**src/rtl/register_unit_if.sv**
```systemverilog
// Operand interface of the integer register file: write-back request in,
// two combinational read ports and pending-stage status out.
interface register_unit_if #(
  parameter int XLEN = 32
);
  logic [4:0]      rs1;
  logic [4:0]      rs2;
  logic [4:0]      rd;
  logic            RUWr;
  logic [XLEN-1:0] DataWr;
  logic [XLEN-1:0] RURs1;
  logic [XLEN-1:0] RURs2;
  logic            WbPending;
  logic [4:0]      WbRd;

  modport master (
    output rs1, rs2, rd, RUWr, DataWr,
    input  RURs1, RURs2, WbPending, WbRd
  );

  modport slave (
    input  rs1, rs2, rd, RUWr, DataWr,
    output RURs1, RURs2, WbPending, WbRd
  );
endinterface

```
**src/rtl/register_unit.sv**
```systemverilog
// Integer register file with a one-entry write-back stage in front of the
// array; full forwarding hides that stage from both read ports.
module register_unit #(
  parameter int              XLEN     = 32,
  parameter int              NREGS    = 32,
  parameter logic [XLEN-1:0] SP_RESET = 32'h000003FC
) (
  input  logic           clk,
  input  logic           rst,
  register_unit_if.slave ru
);

  logic [XLEN-1:0] regs_q [NREGS];
  logic [XLEN-1:0] regs_d [NREGS];
  logic            pend_valid_q, pend_valid_d;
  logic [4:0]      pend_rd_q,    pend_rd_d;
  logic [XLEN-1:0] pend_data_q,  pend_data_d;

  // Commit the older entry and capture the newer one on the same edge, so a
  // repeated rd leaves the older value in the array and the newer in pending.
  always_comb begin
    regs_d       = regs_q;
    pend_valid_d = 1'b0;
    pend_rd_d    = 5'd0;
    pend_data_d  = pend_data_q;
    if (pend_valid_q) begin
      regs_d[pend_rd_q] = pend_data_q;
    end
    if (ru.RUWr && (ru.rd != 5'd0)) begin
      pend_valid_d = 1'b1;
      pend_rd_d    = ru.rd;
      pend_data_d  = ru.DataWr;
    end
  end

  always_ff @(posedge clk or posedge rst) begin
    if (rst) begin
      for (int i = 0; i < NREGS; i++) begin
        regs_q[i] <= (i == 2) ? SP_RESET : '0;
      end
      pend_valid_q <= 1'b0;
      pend_rd_q    <= 5'd0;
      pend_data_q  <= '0;
    end else begin
      regs_q       <= regs_d;
      pend_valid_q <= pend_valid_d;
      pend_rd_q    <= pend_rd_d;
      pend_data_q  <= pend_data_d;
    end
  end

  logic [1:0][4:0]      rd_idx;
  logic [1:0][XLEN-1:0] rd_val;

  assign rd_idx[0] = ru.rs1;
  assign rd_idx[1] = ru.rs2;

  // Youngest source wins: same-cycle request, then pending stage, then array.
  generate
    for (genvar gi = 0; gi < 2; gi++) begin : g_read
      assign rd_val[gi] =
        (rd_idx[gi] == 5'd0)                     ? '0          :
        (ru.RUWr && (ru.rd == rd_idx[gi]))       ? ru.DataWr   :
        (pend_valid_q && (pend_rd_q == rd_idx[gi])) ? pend_data_q :
                                                   regs_q[rd_idx[gi]];
    end
  endgenerate

  assign ru.RURs1     = rd_val[0];
  assign ru.RURs2     = rd_val[1];
  assign ru.WbPending = pend_valid_q;
  assign ru.WbRd      = pend_rd_q;

endmodule

```
**src/flat_wrapper.sv**
```systemverilog
// flat-port wrapper written by rule: the top's interface ports become plain ports
module register_unit_flat 
#(
  parameter int              XLEN     = 32,
  parameter int              NREGS    = 32,
  parameter logic [XLEN-1:0] SP_RESET = 32'h000003FC
)
  (clk, rst, ru_rs1, ru_rs2, ru_rd, ru_RUWr, ru_DataWr, ru_RURs1, ru_RURs2, ru_WbPending, ru_WbRd);
  register_unit_if #(.XLEN(XLEN)) ru_i ();
  input  logic clk;
  input  logic rst;
  input wire logic [$bits(ru_i.rs1)-1:0] ru_rs1;
  input wire logic [$bits(ru_i.rs2)-1:0] ru_rs2;
  input wire logic [$bits(ru_i.rd)-1:0] ru_rd;
  input wire logic [$bits(ru_i.RUWr)-1:0] ru_RUWr;
  input wire logic [$bits(ru_i.DataWr)-1:0] ru_DataWr;
  output wire logic [$bits(ru_i.RURs1)-1:0] ru_RURs1;
  output wire logic [$bits(ru_i.RURs2)-1:0] ru_RURs2;
  output wire logic [$bits(ru_i.WbPending)-1:0] ru_WbPending;
  output wire logic [$bits(ru_i.WbRd)-1:0] ru_WbRd;
  assign ru_i.rs1 = ru_rs1;
  assign ru_i.rs2 = ru_rs2;
  assign ru_i.rd = ru_rd;
  assign ru_i.RUWr = ru_RUWr;
  assign ru_i.DataWr = ru_DataWr;
  assign ru_RURs1 = ru_i.RURs1;
  assign ru_RURs2 = ru_i.RURs2;
  assign ru_WbPending = ru_i.WbPending;
  assign ru_WbRd = ru_i.WbRd;
  register_unit #(.XLEN(XLEN), .NREGS(NREGS), .SP_RESET(SP_RESET)) u_core (.clk(clk), .rst(rst), .ru(ru_i));
endmodule
```
**config.mk**
```make
export PLATFORM = sky130hd
export DESIGN_NAME = register_unit_flat
export DESIGN_NICKNAME = d
export VERILOG_FILES = /design/src/rtl/register_unit_if.sv /design/src/rtl/register_unit.sv /design/src/flat_wrapper.sv
export SDC_FILE = /design/constraint.sdc
export NUM_CORES = 2
export LEC_CHECK = 0
export BUFFER_PORTS_ARGS = -buffer_cell sky130_fd_sc_hd__buf_2
export CAP_MARGIN = 15
export CORE_UTILIZATION = 65
export DETAILED_ROUTE_END_ITERATION = 10
export PLACE_DENSITY = 0.82
export SYNTH_ARGS = -nofsm -noshare
export SYNTH_HDL_FRONTEND = slang
export SYNTH_SLANG_ARGS = --single-unit
```
**constraint.sdc**
```tcl
create_clock -name clk -period 49.1 [get_ports clk]
set_clock_uncertainty 0.05 [all_clocks]
set_input_delay 0 -clock clk [delete_from_list [all_inputs] [get_ports clk]]
set_output_delay 0 -clock clk [all_outputs]
set_load 0.005 [all_outputs]
```
==> results.txt <==
maximum buffer depth of the clock tree: 3
final number of max-transition violations: 0
final worst slack: 44.45 ns
CTS tree: built
RSZ-0062 raised after global routing: false
DR pass1 iterations: 6
Slew @ Worst Pin: 1.40 ns
Seq cells post-synth: 1062
instance count of the mapped netlist: 3983
Die W: 298 µm
Initial Utilization: 0.657
slack of the worst reg-to-reg path: 45.62 ns
Post-CTS Setup Bufs: 0
DP HPWL: 95600 µm
drt total wl: 180000 µm
yosys warns: 0
Distinct cells, synth: 52
top-area cell type share of the netlist area: 0.462
final-layout fill cell count: 5394
root buffer cell: clkbuf_16
ANT nets after route: 0
Reg2Reg Depth: 4
# nets final: 3987
period utilization: 0.0947
DR vias: 40000
routed vias/inst: 7.72
cell with the most instances after synthesis: mux2_2
RR Endpoint: u_core.regs_q[366]
Core Area: 86900 µm²
Rows: 108
fin crit period: 4.65 ns
most used flip-flop cell after synthesis: dfrtp_1
worst slack at placement: 44.61 ns
Area growth, synth to finish: 9.85%
synthesized area: 57100 µm²
area leader, netlist: dfrtp_1
all-layer global routing usage: 0.410
maximum VDD drop: 0.0348 mV
grt ovf: 0
initial antenna violation count: 6
die area: 89000 µm²
clk_lat worst skew: 0.72 ns
DR WL/cell: 34.8 µm
DRC Markers: 0
global-route wire length before repair: 269000 µm
# IOs: 120
run status: finished, final reports clean
register area share after synthesis: 0.466
Worst EP arrival: 4.60 ns
Reg clk slew, reported paths: 0.06 ns
Post-synth EDFFs: 0
WP data required: 49.05 ns
Crit. End Element: output pin
syn_nets: 4033
Final Hold Fails: 0
RePlAce Congestion: 0.848
Max-cap violations: 0
r2r startpoint: u_core.ru.WbPending
clk sinks: 1062
top post-synthesis cells by area: dfrtp_1 (46%), mux2_2 (22%), mux4_2 (15%), mux2i_1 (3.4%), clkbuf_1 (1.8%)
Hold Crit Class: primary input to asynchronous set/reset pin
crit-path max FO: 119
top post-synthesis cells by count: mux2_2 (1119), dfrtp_1 (1054), mux4_2 (389), clkbuf_1 (268), mux2i_1 (192)
Starting DRT DRC Count: 5105
Setup TNS: 0 ns
Slew HR: 0.0675
largest net degree at the start of global routing: 149
power density cells: 38.5 nW/µm²
type of origin of the critical path: primary input
Syn Area/Cell: 14.3 µm²
number of buffers added on ports: 119
ys async rst share: 1.00
Final Setup Violations: 0
Peak Freq: 215 MHz
TritonCTS buffer count: 109
worst setup path category: primary input to output pin
leakage power: 28.3 nW
vias in the first global route: 40900
die extent in y: 298 µm
share of layout cells above drive strength 1: 0.489
H-tree levels: 3
-- worst max-delay path by stage --
stage                                  endpoint  slack (ns)  cells past startpoint  startpoint
after floorplan           u_core.pend_data_q[0]       19.17                      1         rst
after global placement             ru_RURs2[28]       44.63                      9   ru_rs2[0]
after detailed placement           ru_RURs2[28]       44.61                      9   ru_rs2[0]
after CTS                          ru_RURs2[28]       44.53                      9   ru_rs2[0]
after global routing               ru_RURs2[28]       44.16                      9   ru_rs2[0]
final                              ru_RURs2[28]       44.45                      9   ru_rs2[0]
-- state kept, by name (all words and copies together), names as in the netlist --
register and flops:
u_core.pend_data_q 32, u_core.regs_q 1024, u_core.ru.WbPending 1, u_core.ru.WbRd 5
-- cell usage in the layout (no fill, tap or decap), types with 26 or more instances in the layout --
master and count:
a211oi_1 43, a21oi_1 32, a221o_1 63, a221oi_1 56, a22o_1 32, a22oi_1 41
and3_1 41, buf_2 113, buf_4 91, clkbuf_16 109, clkbuf_8 28, dfrtp_1 1054
dlygate4sd3_1 64, mux2_2 1119, mux2i_1 192, mux4_2 389, nand2_1 144, nor2_1 27
nor3b_1 26, nor4_1 32, o221ai_1 62, o22ai_1 32
-- through the flow --
stage / power [mW] / std cells / instance area [µm²] / utilization / hold WS [ns]
2_1_floorplan: 1.41 / 3983 / 57100 / - / 0.0554
3_3_place_gp: 1.51 / 4913 / 58200 / 0.670 / 0.172
3_5_place_dp: 1.53 / 4914 / 58200 / 0.670 / 0.178
4_1_cts: 2.40 / 5177 / 62600 / 0.721 / 0.000286
5_1_grt: 2.49 / 5180 / 62700 / 0.722 / 0.0546
6_report: 2.42 / 5186 / 62700 / 0.722 / 0.00451
-- cell type report --
cell class              count  area [µm²]  share of cell area
inverters                   6        30.0            0.000479
well taps                1155        1450              0.0230
flip-flops and latches   1062       26600               0.424
multi-input cells        2479       28800               0.459
repair buffers            279        2110              0.0337
clock inverters            41         573             0.00914
diodes                      6        15.0            0.000239
clock buffers             158        3190              0.0509
-- critical path, stage by stage --
cell,delay [ns]
buf_8,0.71
buf_12,0.73
buf_12,0.75
mux4_2,0.60
mux2_2,0.28
a221oi_1,0.54
nor4_1,0.23
a221o_1,0.37
buf_2,0.16
-- timing repair --
action                    in CTS  in global routing
hold endpoints to repair     177                  0
hold buffers                  64                  0
gates resized for setup        0                  0
-- power breakdown --
| group | internal (mW) | total (mW) | switching [mW] |
|---|---|---|---|
| combinational | 0.243 | 0.420 | 0.177 |
| sequential | 1.00 | 1.12 | 0.118 |
| clock | 0.514 | 0.875 | 0.361 |
| total | 1.76 | 2.42 | 0.656 |
-- per-layer routing --
layer  vias up  track usage  part of all wire
li1      15400            -                 -
met1     21100        0.555              0.37
met2      2885        0.595              0.44
met3       716        0.135              0.13
met4        10        0.211             0.058
met5         -      0.00159           0.00036
-- kinds of logic after synthesis --
kind of cell / after synthesis / share of synthesized area
and+or+nand+nor: 347 / 0.0300
DFF: 1062 / 0.466
xor gates and xnor gates: 20 / 0.00307
buffers and inverters: 442 / 0.0350
AOI/OAI and AO/OA: 412 / 0.0585
muxes: 1700 / 0.408
(Power assumes the default switching activity.)
